**src/rtl/vec_mul_pkg.sv**
```systemverilog
// Shared types and step-count helpers for the byte-serial vector multiplier.
package vec_mul_pkg;

  typedef enum logic [1:0] {PREC_8, PREC_16, PREC_32, PREC_RSVD} prec_e;
  typedef enum logic [1:0] {IDLE, BUSY, DONE} state_e;

  // Number of 8x8 partial products: lanes * k * k.
  function automatic logic [4:0] num_steps(prec_e p);
    case (p)
      PREC_8:  return 5'd4;
      PREC_16: return 5'd8;
      default: return 5'd16;
    endcase
  endfunction

  function automatic logic [2:0] bytes_per_lane(prec_e p);
    case (p)
      PREC_8:  return 3'd1;
      PREC_16: return 3'd2;
      default: return 3'd4;
    endcase
  endfunction

endpackage

```
**src/rtl/multiplier_8bit.sv**
```systemverilog
// Combinational unsigned 8x8 multiplier core shared by the sequencer.
module multiplier_8bit (
  input  logic [7:0]  a,
  input  logic [7:0]  b,
  output logic [15:0] product
);
  assign product = {8'd0, a} * {8'd0, b};
endmodule

```
**src/rtl/vec_mul_sequencer.sv**
```systemverilog
// 32-bit vector multiplier: 4x8 / 2x16 / 1x32 lanes, one byte partial product
// per cycle through a single 8x8 core, shift-accumulated into a 64-bit result.
module vec_mul_sequencer
  import vec_mul_pkg::*;
#(
  parameter int VEC_WIDTH   = 32,
  parameter bit ERR_ON_RSVD = 1'b1
) (
  input  logic        clk,
  input  logic        rst,
  input  logic        in_valid,
  output logic        in_ready,
  input  logic [31:0] operand_a,
  input  logic [31:0] operand_b,
  input  logic [1:0]  precision,
  output logic        out_valid,
  input  logic        out_ready,
  output logic [63:0] result,
  output logic        err,
  output logic [1:0]  dbg_state
);

  if (VEC_WIDTH != 32) begin : g_width_check
    $error("vec_mul_sequencer supports VEC_WIDTH=32 only");
  end

  // Handshake: a transfer happens on a rising edge where valid && ready.
  // in_ready is high only in IDLE; out_valid/result/err hold in DONE until out_ready.

  state_e      state, state_d;
  prec_e       prec_q;
  logic [31:0] a_q, b_q;
  logic [63:0] acc;
  logic [3:0]  cnt;
  logic        err_q;

  logic        rsvd_req, rsvd_err;
  prec_e       prec_eff;
  logic [1:0]  a_sel, b_sel;
  logic [5:0]  shamt;
  logic [15:0] pp;
  logic        last_step;

  assign rsvd_req = (prec_e'(precision) == PREC_RSVD);
  assign rsvd_err = rsvd_req && ERR_ON_RSVD;
  assign prec_eff = rsvd_req ? PREC_32 : prec_e'(precision);
  assign last_step = ({1'b0, cnt} == (num_steps(prec_q) - 5'd1));

  // Step decode: lane = cnt/(k*k), i = idx%k picks the a byte, j = idx/k the b byte.
  always_comb begin
    a_sel = cnt[1:0];
    b_sel = cnt[1:0];
    shamt = {cnt[1:0], 4'd0};
    case (prec_q)
      PREC_8: begin
        a_sel = cnt[1:0];
        b_sel = cnt[1:0];
        shamt = {cnt[1:0], 4'd0};
      end
      PREC_16: begin
        a_sel = {cnt[2], cnt[0]};
        b_sel = {cnt[2], cnt[1]};
        shamt = {cnt[2], 5'd0} + {2'd0, cnt[0], 3'd0} + {2'd0, cnt[1], 3'd0};
      end
      default: begin
        a_sel = cnt[1:0];
        b_sel = cnt[3:2];
        shamt = {1'b0, cnt[1:0], 3'd0} + {1'b0, cnt[3:2], 3'd0};
      end
    endcase
  end

  multiplier_8bit u_mul (
    .a       (a_q[8*a_sel +: 8]),
    .b       (b_q[8*b_sel +: 8]),
    .product (pp)
  );

  always_comb begin
    state_d = state;
    case (state)
      IDLE:    if (in_valid) state_d = rsvd_err ? DONE : BUSY;
      BUSY:    if (last_step) state_d = DONE;
      DONE:    if (out_ready) state_d = IDLE;
      default: state_d = IDLE;
    endcase
  end

  always_ff @(posedge clk) begin
    if (rst) begin
      state  <= IDLE;
      prec_q <= PREC_8;
      a_q    <= '0;
      b_q    <= '0;
      acc    <= '0;
      cnt    <= '0;
      err_q  <= 1'b0;
    end else begin
      state <= state_d;
      case (state)
        IDLE: if (in_valid) begin
          a_q    <= operand_a;
          b_q    <= operand_b;
          prec_q <= prec_eff;
          err_q  <= rsvd_err;
          acc    <= '0;
          cnt    <= '0;
        end
        BUSY: begin
          acc <= acc + ({48'd0, pp} << shamt);
          cnt <= cnt + 4'd1;
        end
        default: ;
      endcase
    end
  end

  assign in_ready  = (state == IDLE);
  assign out_valid = (state == DONE);
  assign result    = out_valid ? acc : 64'd0;
  assign err       = out_valid && err_q;
  assign dbg_state = state;

endmodule

```
**config.mk**
```make
export PLATFORM = sky130hd
export DESIGN_NAME = vec_mul_sequencer
export DESIGN_NICKNAME = d
export VERILOG_FILES = /design/src/rtl/vec_mul_pkg.sv /design/src/rtl/multiplier_8bit.sv /design/src/rtl/vec_mul_sequencer.sv
export SDC_FILE = /design/constraint.sdc
export NUM_CORES = 1
export LEC_CHECK = 0
export CAP_MARGIN = 30
export CORE_AREA = 2 2 151 153
export DETAILED_ROUTE_END_ITERATION = 10
export DIE_AREA = 0 0 153 155
export DONT_BUFFER_PORTS = 1
export MAX_ROUTING_LAYER = met4
export PLACE_DENSITY = 0.79
export SLEW_MARGIN = 20
export SYNTH_ARGS = -nofsm -noshare
export SYNTH_HDL_FRONTEND = slang
export SYNTH_HIERARCHICAL = 1
export SYNTH_SLANG_ARGS = --single-unit
```
**constraint.sdc**
```tcl
create_clock -name clk -period 11.85 [get_ports clk]
set_input_delay 1.7775 -clock clk [delete_from_list [all_inputs] [get_ports clk]]
set_output_delay 1.7775 -clock clk [all_outputs]
set_load 0.005 [all_outputs]
```
# Yosys cells after proc, flatten, opt, wreduce, memory -nomap -nowiden
# Cells that the tools add are included.
totals:
  ff_bits: 137
  input_bits: 70
  output_inout_bits: 69
  word_cells: 47
op_classes:
  add_sub_neg: 6
  multipliers: 1
  eq_ne: 8
  shift: 3
  muxes: 15
  n_reduce_logical: 7
op_table:
  columns: ["cell", "count"]
  rows:
  - ["64-bit 2-to-1 mux", 2]
  - ["64-bit one-hot mux with 2 select lines", 1]
  - ["64-bit adder", 1]
  - ["32-bit by 6-bit indexed part select with 8-bit output", 2]
  - ["16-bit by 6-bit left shift with 64-bit output", 1]
  - ["8-bit by 8-bit multiplier with 16-bit output", 1]
  - ["6-bit by 4-bit adder with 6-bit output", 2]
  - ["2-bit 2-to-1 mux", 6]
  - ["6-bit one-hot mux with 2 select lines", 1]
  - ["5-bit one-hot mux with 2 select lines", 1]
  - ["4-bit one-hot mux with 2 select lines", 1]
  - ["5-bit by 5-bit adder with 6-bit output", 1]
  - ["2-bit one-hot mux with 3 select lines", 1]
  - ["4-bit by 5-bit == test with 1-bit output", 1]
  - ["5-bit by 1-bit subtractor with 5-bit output, second input constant", 1]
  - ["4-bit by 1-bit adder with 4-bit output, second input constant", 1]
  - ["2-bit by 1-bit == test with 1-bit output, second input constant", 2]
  - ["2-bit == test, second input constant", 2]
  - ["2-bit logical NOT", 2]
  - ["4-bit 2-to-1 mux", 1]
  - ["2-bit inequality test, second input constant", 2]
  - ["2-bit one-hot mux with 2 select lines", 1]
  - ["2-bit AND reduction", 2]
  - ["3-bit AND reduction", 1]
  - ["other kinds (3)", 3]

# Longest topological paths before layout
logic_depth:
  ltp_word: 7
  ltp_mapped: 35
  ltp_nobuf: 34

# Cells and area by module
# The synthesis kept the hierarchy.
by_module_without_submodules:
  columns: ["mod", "instances", "cells_per_inst", "area_per_inst_um2", "seq_area_each_um2"]
  rows:
  - ["vec_mul_sequencer", 1, 1281, 9874.5, 2742.6]
  - ["multiplier_8bit", 1, 243, 2122.0, 0.0]

# Least setup slack after synthesis
# No wires, ideal clock.
synth_path:
  path_type: "reg2reg"
  from: "register cnt[2]"
  to: "register acc[63]"
  setup_ns: 0.122
  arrival_ns: 8.280
  required_time_ns: 11.728
  slack_ns: 3.448
  stages_incl_launch_ff: 34
  path_buffers: 2
  period_less_slack_ns: 8.402
  path_cell_list: "dfxtp_1 clkbuf_1 a211oi_1 a21oi_1 mux4_2 and2_1 fa_1 inv_1 fa_1 inv_1 fa_1 inv_1 fa_1 inv_1 ha_1 a21o_1 a21oi_2 nand2_1 a31oi_1 xnor2_1 a22oi_1 nor2_1 ha_1 buf_2 nand4_1 or3_4 or4_4 a211oi_2 a2111oi_2 nor4_2 o211a_1 o21ai_1 nor4bb_1 a221o_1"
synth_via:
  elab_chain_cells: 6
  word_cells_on_any_way: 12
  classes_between: "add/sub: 4; mul: 1; shift: 3; mux: 4"
synth_lines:
  columns: ["item", "line", "source"]
  rows:
  - ["start, declared", "vec_mul_sequencer.sv:34", "logic [3:0] cnt;"]
  - ["start signal, assigned", "vec_mul_sequencer.sv:111", "cnt <= cnt + 4'd1;"]
  - ["2-bit one-hot mux with 2 select lines or 2-bit 2-to-1 mux (tied branches)", "vec_mul_sequencer.sv:54", "case (prec_q)"]
  - ["32-bit by 6-bit indexed part select with 8-bit output, on equally long branches", "vec_mul_sequencer.sv:75, vec_mul_sequencer.sv:74", null]
  - ["8-bit by 8-bit multiplier with 16-bit output (*)", "multiplier_8bit.sv:7", "assign product = {8'd0, a} * {8'd0, b};"]
  - ["net pp[11]", "vec_mul_sequencer.sv:41", "logic [15:0] pp;"]
  - ["16-bit by 6-bit left shift with 64-bit output (*)", "vec_mul_sequencer.sv:110", "acc <= acc + ({48'd0, pp} << shamt);"]
  - ["64-bit adder (*)", "vec_mul_sequencer.sv:110", null]
  - ["64-bit one-hot mux with 2 select lines (*)", "vec_mul_sequencer.sv:100", "case (state)"]
  - ["end signal, assigned", "vec_mul_sequencer.sv:110", null]
  - ["end, declared", "vec_mul_sequencer.sv:33", "logic [63:0] acc;"]
# The timed path passes the listed nets; every way through them passes the cells marked *.
# A chain may end at the register's enable or synchronous reset.

# Worst setup path after layout
layout_path:
  from: "register cnt[0]"
  to: "register acc[48]"
# Same word-level chain as after synthesis.

==> impl_metrics.csv <==
group,metric,value,unit
run_status,status,"finished, final reports clean",
synth,yosysUniqueCellTypes,82,
global_route,grt_pass1_wl,55.2,mm
cts,tritoncts,"built",
route,drcViolationCount,0,
cts,cts_sinks,137,
cts,numCtsBuffers,17,
critical_path,critPathMaxStageDelay,720,ps
sta,slew_headroom,33.4,%
placement,dp_slack,2160,ps
sta,tightest_slew,971,ps
synth,synth_top_cell_by_area,"dfxtp_1",
sta,setup_viol,0,
global_route,grt_use_met3,4.35,%
global_route,grt_max_degree,108,
sta,holdWs,453,ps
cts,cts_setup_buffers,0,
sta,period_minus_slack,9800,ps
global_route,first_global_vias,10600,
cts,max-clock-path-buffers,2,
power,p_per_area,97.1,nW/um^2
global_route,grt_util_met2,47.4,%
floorplanning,rows,55,
critical_path,arrival,10120,ps
placement,port_buffers,0,
global_route,overflow,0,
route,wl_per_cell,19.5,microns
floorplanning,chipWidth,153,microns
cts,cts-root-buf,"clkbuf_16",
synth,syn-cell-area,12000,sq um
synth,synthCells,1524,
cts,path_clk_slew,70,ps
route,num_vias,11000,
critical_path,crit_slowest_cell,"mux2i_1",
cts,holdBufCountCts,0,
placement,placedCellCount,1732,
placement,placed_cell_area,12100,sq um
cells_and_area,diodes,0,
synth,ys_top_cells_by_area,"dfxtp_1 23%, ha_1 11%, nand2_1 7.3%",
critical_path,cp_common_cell,"fa_1",
power,p_leak,0.00572,uW
route,antenna_left,0,
floorplanning,io_pins,139,
synth,synth_nets,1734,
synth,asyncSetResetFlopFracSynth,0,%
run,maxCapViolCount,0,
sta,slew_viol_final,0,
route,first_iter_violations,809,
cts,h-tree-depth,4,
critical_path,cp_max_fo,14,
cells_and_area,layout_common_cells,"232 x nand2_1, 162 x a21oi_1, 137 x dfxtp_1",
floorplanning,dieArea,23700,sq um
cells_and_area,fin_nets,1677,
cts,cts_resized,0,
global_route,use_met1,38.4,%
sta,fmax,102,MHz
min_path,holdCritPathClass,"reg -> reg",
floorplanning,initial_core_util,54.0,%
sta,worst_slack,2050,ps
sta,fin_crit_sh,82.7,%
route,totalWireLength,34.4,mm
cells_and_area,final_area,12700,sq um
cells_and_area,drive_gt1_share,6.08,%
global_route,gr-usage-all-layers,29.7,%
global_route,grt.busiest_layer,"met2",
synth,postSynthAreaPerCell,7.87,sq um
cells_and_area,syn_to_final_growth,5.83,%
cts,clock_latency,430,ps
cells_and_area,instances_no_fill,1765,
sta,hold_viol_final,0,
sta,fin_setup_tns,0,ps
synth,synth_ff_type,"dfxtp_1",
critical_path,crit_required,12170,ps
placement,hpwl,25.9,mm
route,dr.pass1.iters,5,
floorplanning,dieHeight,155,microns
synth,synth_edf_count,0,
synth,yosysTopAreaCellShare,22.9,%
critical_path,reg2reg_depth,31,
min_path,hold_depth,2,
floorplanning,core,22200,sq um
critical_path,critPathKind,"reg -> reg",
route,viasPerCell,6.25,
critical_path,start_kind,"register",
placement,routabilityCongestion,1.01,
sta,rsz0062_at_grt,"no",
synth,ys_ff_latch,137,
sta,finClkSkew,11.3,ps
global_route,antenna_found_initial,0,
synth,ys_seq_area_share,22.9,%
power,vdd_ir_drop_max,94.4,uV
cells_and_area,final_common_cell,"nand2_1",
synth,ys_warn_count,6,
critical_path,cp-end-kind,"register",
-- cells by family after synthesis --
logic type	synth area share, %
xor+xnor	4.82
mux	3.93
buf+inv	4.96
compound gates	22.9
fa+ha+maj	17.0
simple gates	23.5
flops	22.9
-- registers in the layout (all words and copies together) (netlist names) --
name,flops
acc,64
a_q,32
b_q,32
cnt,4
dbg_state,2
prec_q,2
err_q,1
-- critical path, delay by kind of cell (launching register included) --
family | cells | cell delay, ps
adder cells (fa/ha/maj) | 6 | 2870
AND/OR/NAND/NOR | 8 | 1460
XOR/XNOR | 2 | 370
AO/OA/AOI/OAI | 11 | 2910
multiplexers | 2 | 1420
flip-flops | 1 | 540
buffers and inverters | 2 | 90
-- layer usage --
metal | up-vias | part of all wire, %
li1 | 5224 | -
met1 | 5288 | 43
met2 | 443 | 46
met3 | 83 | 6.6
met4 | 0 | 3.5
met5 | - | 0
-- final cells by class --
type | count | area (sq um)
timing repair buffer | 7 | 65.1
multi-input combinational | 1233 | 8680
clock buffer | 18 | 429
tap | 285 | 357
sequential | 137 | 2740
clock inverter | 14 | 151
fill | 2070 | 9530
inverter | 71 | 267
-- cells in the mapped netlist (14+ instances only) --
library cell	instances
a22o_1	40
nor2_1	107
a21oi_1	163
mux4_2	16
o21ai_0	26
fa_1	38
o21bai_1	15
xor2_1	22
a22oi_1	18
inv_1	71
clkbuf_1	70
and2_1	123
nor2b_1	14
nand3_1	35
dfxtp_1	137
a21o_1	49
xnor2_1	44
nand2_1	233
nand4_1	17
ha_1	102
-- stage by stage --
stage | utilization (%) | total power [uW]
detailed placement | 54.4 | 694
global placement | 54.4 | 689
finish | 57.1 | 1230
CTS | 57.0 | 1230
global route | 57.1 | 1280
floorplan | - | 645
-- final timing paths --
check,slack (ps),end,start
max,2050,acc[48]$_SDFFE_PP0P_,cnt[0]$_SDFFE_PP0P_
min,450,a_q[29]$_SDFFE_PP0P_,a_q[29]$_SDFFE_PP0P_
max reg2reg,2050,acc[48]$_SDFFE_PP0P_,cnt[0]$_SDFFE_PP0P_
min reg2reg,450,a_q[29]$_SDFFE_PP0P_,a_q[29]$_SDFFE_PP0P_
-- where the power goes --
part           switching [uW]  total, uW  internal (uW)  leakage (uW)
sequential               13.4        491            478       0.00111
combinational             133        197           64.3       0.00432
clock                     247        545            298      0.000284
total                     392       1230            841       0.00572
(Power assumes the default switching activity.)
==> variant (config.mk and constraints unchanged) <==
Set the parameter `ERR_ON_RSVD` to 1'b0 (it was 1'b1).
--- a/src/rtl/vec_mul_sequencer.sv
+++ b/src/rtl/vec_mul_sequencer.sv
@@ -4,7 +4,7 @@
   import vec_mul_pkg::*;
 #(
   parameter int VEC_WIDTH   = 32,
-  parameter bit ERR_ON_RSVD = 1'b1
+  parameter bit ERR_ON_RSVD = 1'b0
 ) (
   input  logic        clk,
   input  logic        rst,
Check against the original RTL: not equivalent (a bounded check fails within 4 cycles, from zero or initial values and one cycle with rst high).
==> variant against the original RTL <==
- power grew 4.1%
- sequential cell count decreased by 1
- synthesized area shrank 1.3%
- clock skew hardly changed
- critical endpoint is now acc[60]
- cell area down 0.87%
- maximum frequency up 2.0%
- clock power up 0.9%
- largest power group unchanged
- wire length down 3.1%
- global-route usage decreased by 0.48 points
- setup slack gained 0.20 ns
==> variant: results (changes against the original RTL) <==
Global route
The via count of the first global-routing pass is 10553 (was 10642). The fraction of met3 tracks used by global routing is 0.0359 (was 0.0435). The pin count of the biggest net entering global routing is 100 (was 108). The wire length of the first global-routing pass is 54800 um (was 55200 um). The met2 demand-to-capacity share in global routing came to 0.458 (was 0.474). The met1 global-route usage is 0.394 (was 0.384).

The number of antenna violations at the first check in global routing came to 0 (unchanged). The global routing usage summed across all routing layers is 0.292 (was 0.297).

Power
The power drawn by the clock network is 550 uW (was 545 uW). The power consumption was 1.28 mW (was 1.23 mW). The worst voltage drop across the vdd grid is 0.0957 mV (was 0.0944 mV).

The switching part of the total is 0.331 (was 0.318). The leakage power of the design is 5.49 nW (was 5.72 nW).

Routing
The post-detailed-route via-to-cell ratio was 6.05 (was 6.25). The wire length per cell after detailed routing was 18.5 um (was 19.5 um).

Placed design
The cell area after placement is 12000 sq um (was 12100 sq um). The worst slack after detailed placement is 2.48 ns (was 2.16 ns). The half-perimeter wire length after detailed placement is 25200 um (was 25900 um).

The global placer's final weighted congestion is 0.996 (was 1.01).

Synth
The sequential cell area fraction in the yosys report is 0.230 (was 0.229). Synth cell count leaders: 278 x sky130_fd_sc_hd__nand2_1, 178 x sky130_fd_sc_hd__a21oi_1, 136 x sky130_fd_sc_hd__dfxtp_1 (was 233 x sky130_fd_sc_hd__nand2_1, 163 x sky130_fd_sc_hd__a21oi_1, 137 x sky130_fd_sc_hd__dfxtp_1). The average cell area after synthesis was 7.60 sq um (was 7.87 sq um).

The count of different cell masters after synthesis is 76 (was 82). The multiplexer share of the synthesized area is 0.0407 (was 0.0393). The synthesized netlist net count is 1768 (was 1734). Top post-synthesis cells by area: sky130_fd_sc_hd__dfxtp_1 23%, sky130_fd_sc_hd__ha_1 11%, sky130_fd_sc_hd__nand2_1 8.8%, sky130_fd_sc_hd__a21oi_1 7.5%, sky130_fd_sc_hd__fa_1 6.4% (was sky130_fd_sc_hd__dfxtp_1 23%, sky130_fd_sc_hd__ha_1 11%, sky130_fd_sc_hd__nand2_1 7.3%, sky130_fd_sc_hd__a21oi_1 6.8%, sky130_fd_sc_hd__and2_1 6.4%). The post-synthesis xor/xnor area fraction is 0.0496 (was 0.0482).

The post-synthesis share of cell area spent on full adders, half adders and majority gates came to 0.172 (was 0.170).

Cells and area
The count of placed standard cells in the final layout, fillers left out is 1806 (was 1765). The fraction of layout instances using a drive strength above 1 is 0.0533 (was 0.0608). The number of nets at the end of the flow is 1718 (was 1677).

Setup path
The cell family contributing the most delay on the critical path is adder cells (was compound AO/OA/AOI/OAI gates). The arrival time at the worst endpoint is 9.94 ns (was 10.12 ns). The biggest fanout along the worst timing path is 8 (was 14). The biggest cell delay along the critical path is 0.70 ns (was 0.72 ns). The slowest cell on the critical path is sky130_fd_sc_hd__a21oi_1 (was sky130_fd_sc_hd__mux2i_1).

Timing
The transition at the pin with the smallest max-transition slack is 0.922 ns (was 0.971 ns). The post-route clock skew came to 0.0116 ns (was 0.0113 ns).

Status
Run status: finished, final reports clean (unchanged).
variant: changes by cell type after synthesis, moves of 6 or more:
cell | unedited run | this run
sky130_fd_sc_hd__o21ai_0 | 26 | 76
sky130_fd_sc_hd__nand2_1 | 233 | 278
sky130_fd_sc_hd__a22o_1 | 40 | 10
sky130_fd_sc_hd__a21o_1 | 49 | 33
sky130_fd_sc_hd__nand3_1 | 35 | 51
sky130_fd_sc_hd__a21oi_1 | 163 | 178
sky130_fd_sc_hd__a22oi_1 | 18 | 9
sky130_fd_sc_hd__xor2_1 | 22 | 30
sky130_fd_sc_hd__xnor2_1 | 44 | 37
sky130_fd_sc_hd__clkbuf_1 | 70 | 64
sky130_fd_sc_hd__nand4_1 | 17 | 11
variant: worst paths after layout:
kind | slack, ns | cells past startpoint | to | startpoint
worst max-delay path | 2.25 | 32 | acc[60] | prec_q[0]
worst min-delay path | 0.45 | 2 | a_q[16] | a_q[16]
worst max register to register | 2.25 | 32 | acc[60] | prec_q[0]
worst min register to register | 0.45 | 2 | a_q[16] | a_q[16]
variant: per-layer routing:
layer	vias to the layer above	routed length, um
met5	-	0
met4	0	927
met3	73	2300
met2	473	15000
met1	5080	15100
li1	5297	-
variant: worst register-to-register path: cells and delay by family, from the launching register on:
kind / cells / cell delay [ns]
muxes: 2 / 1.15
DFF: 1 / 0.45
xor gates and xnor gates: 2 / 0.32
buffers and inverters: 5 / 0.30
and+or+nand+nor: 9 / 1.92
adders and majority gates: 6 / 2.82
AOI/OAI and AO/OA: 8 / 2.57
variant: layout make-up:
class	instances	area share
well taps	285	0.0283
clock buffers	18	0.0349
flip-flops and latches	136	0.216
inverters	67	0.0200
multi-input cells	1279	0.683
repair buffers	7	0.00577
clock inverters	14	0.0120
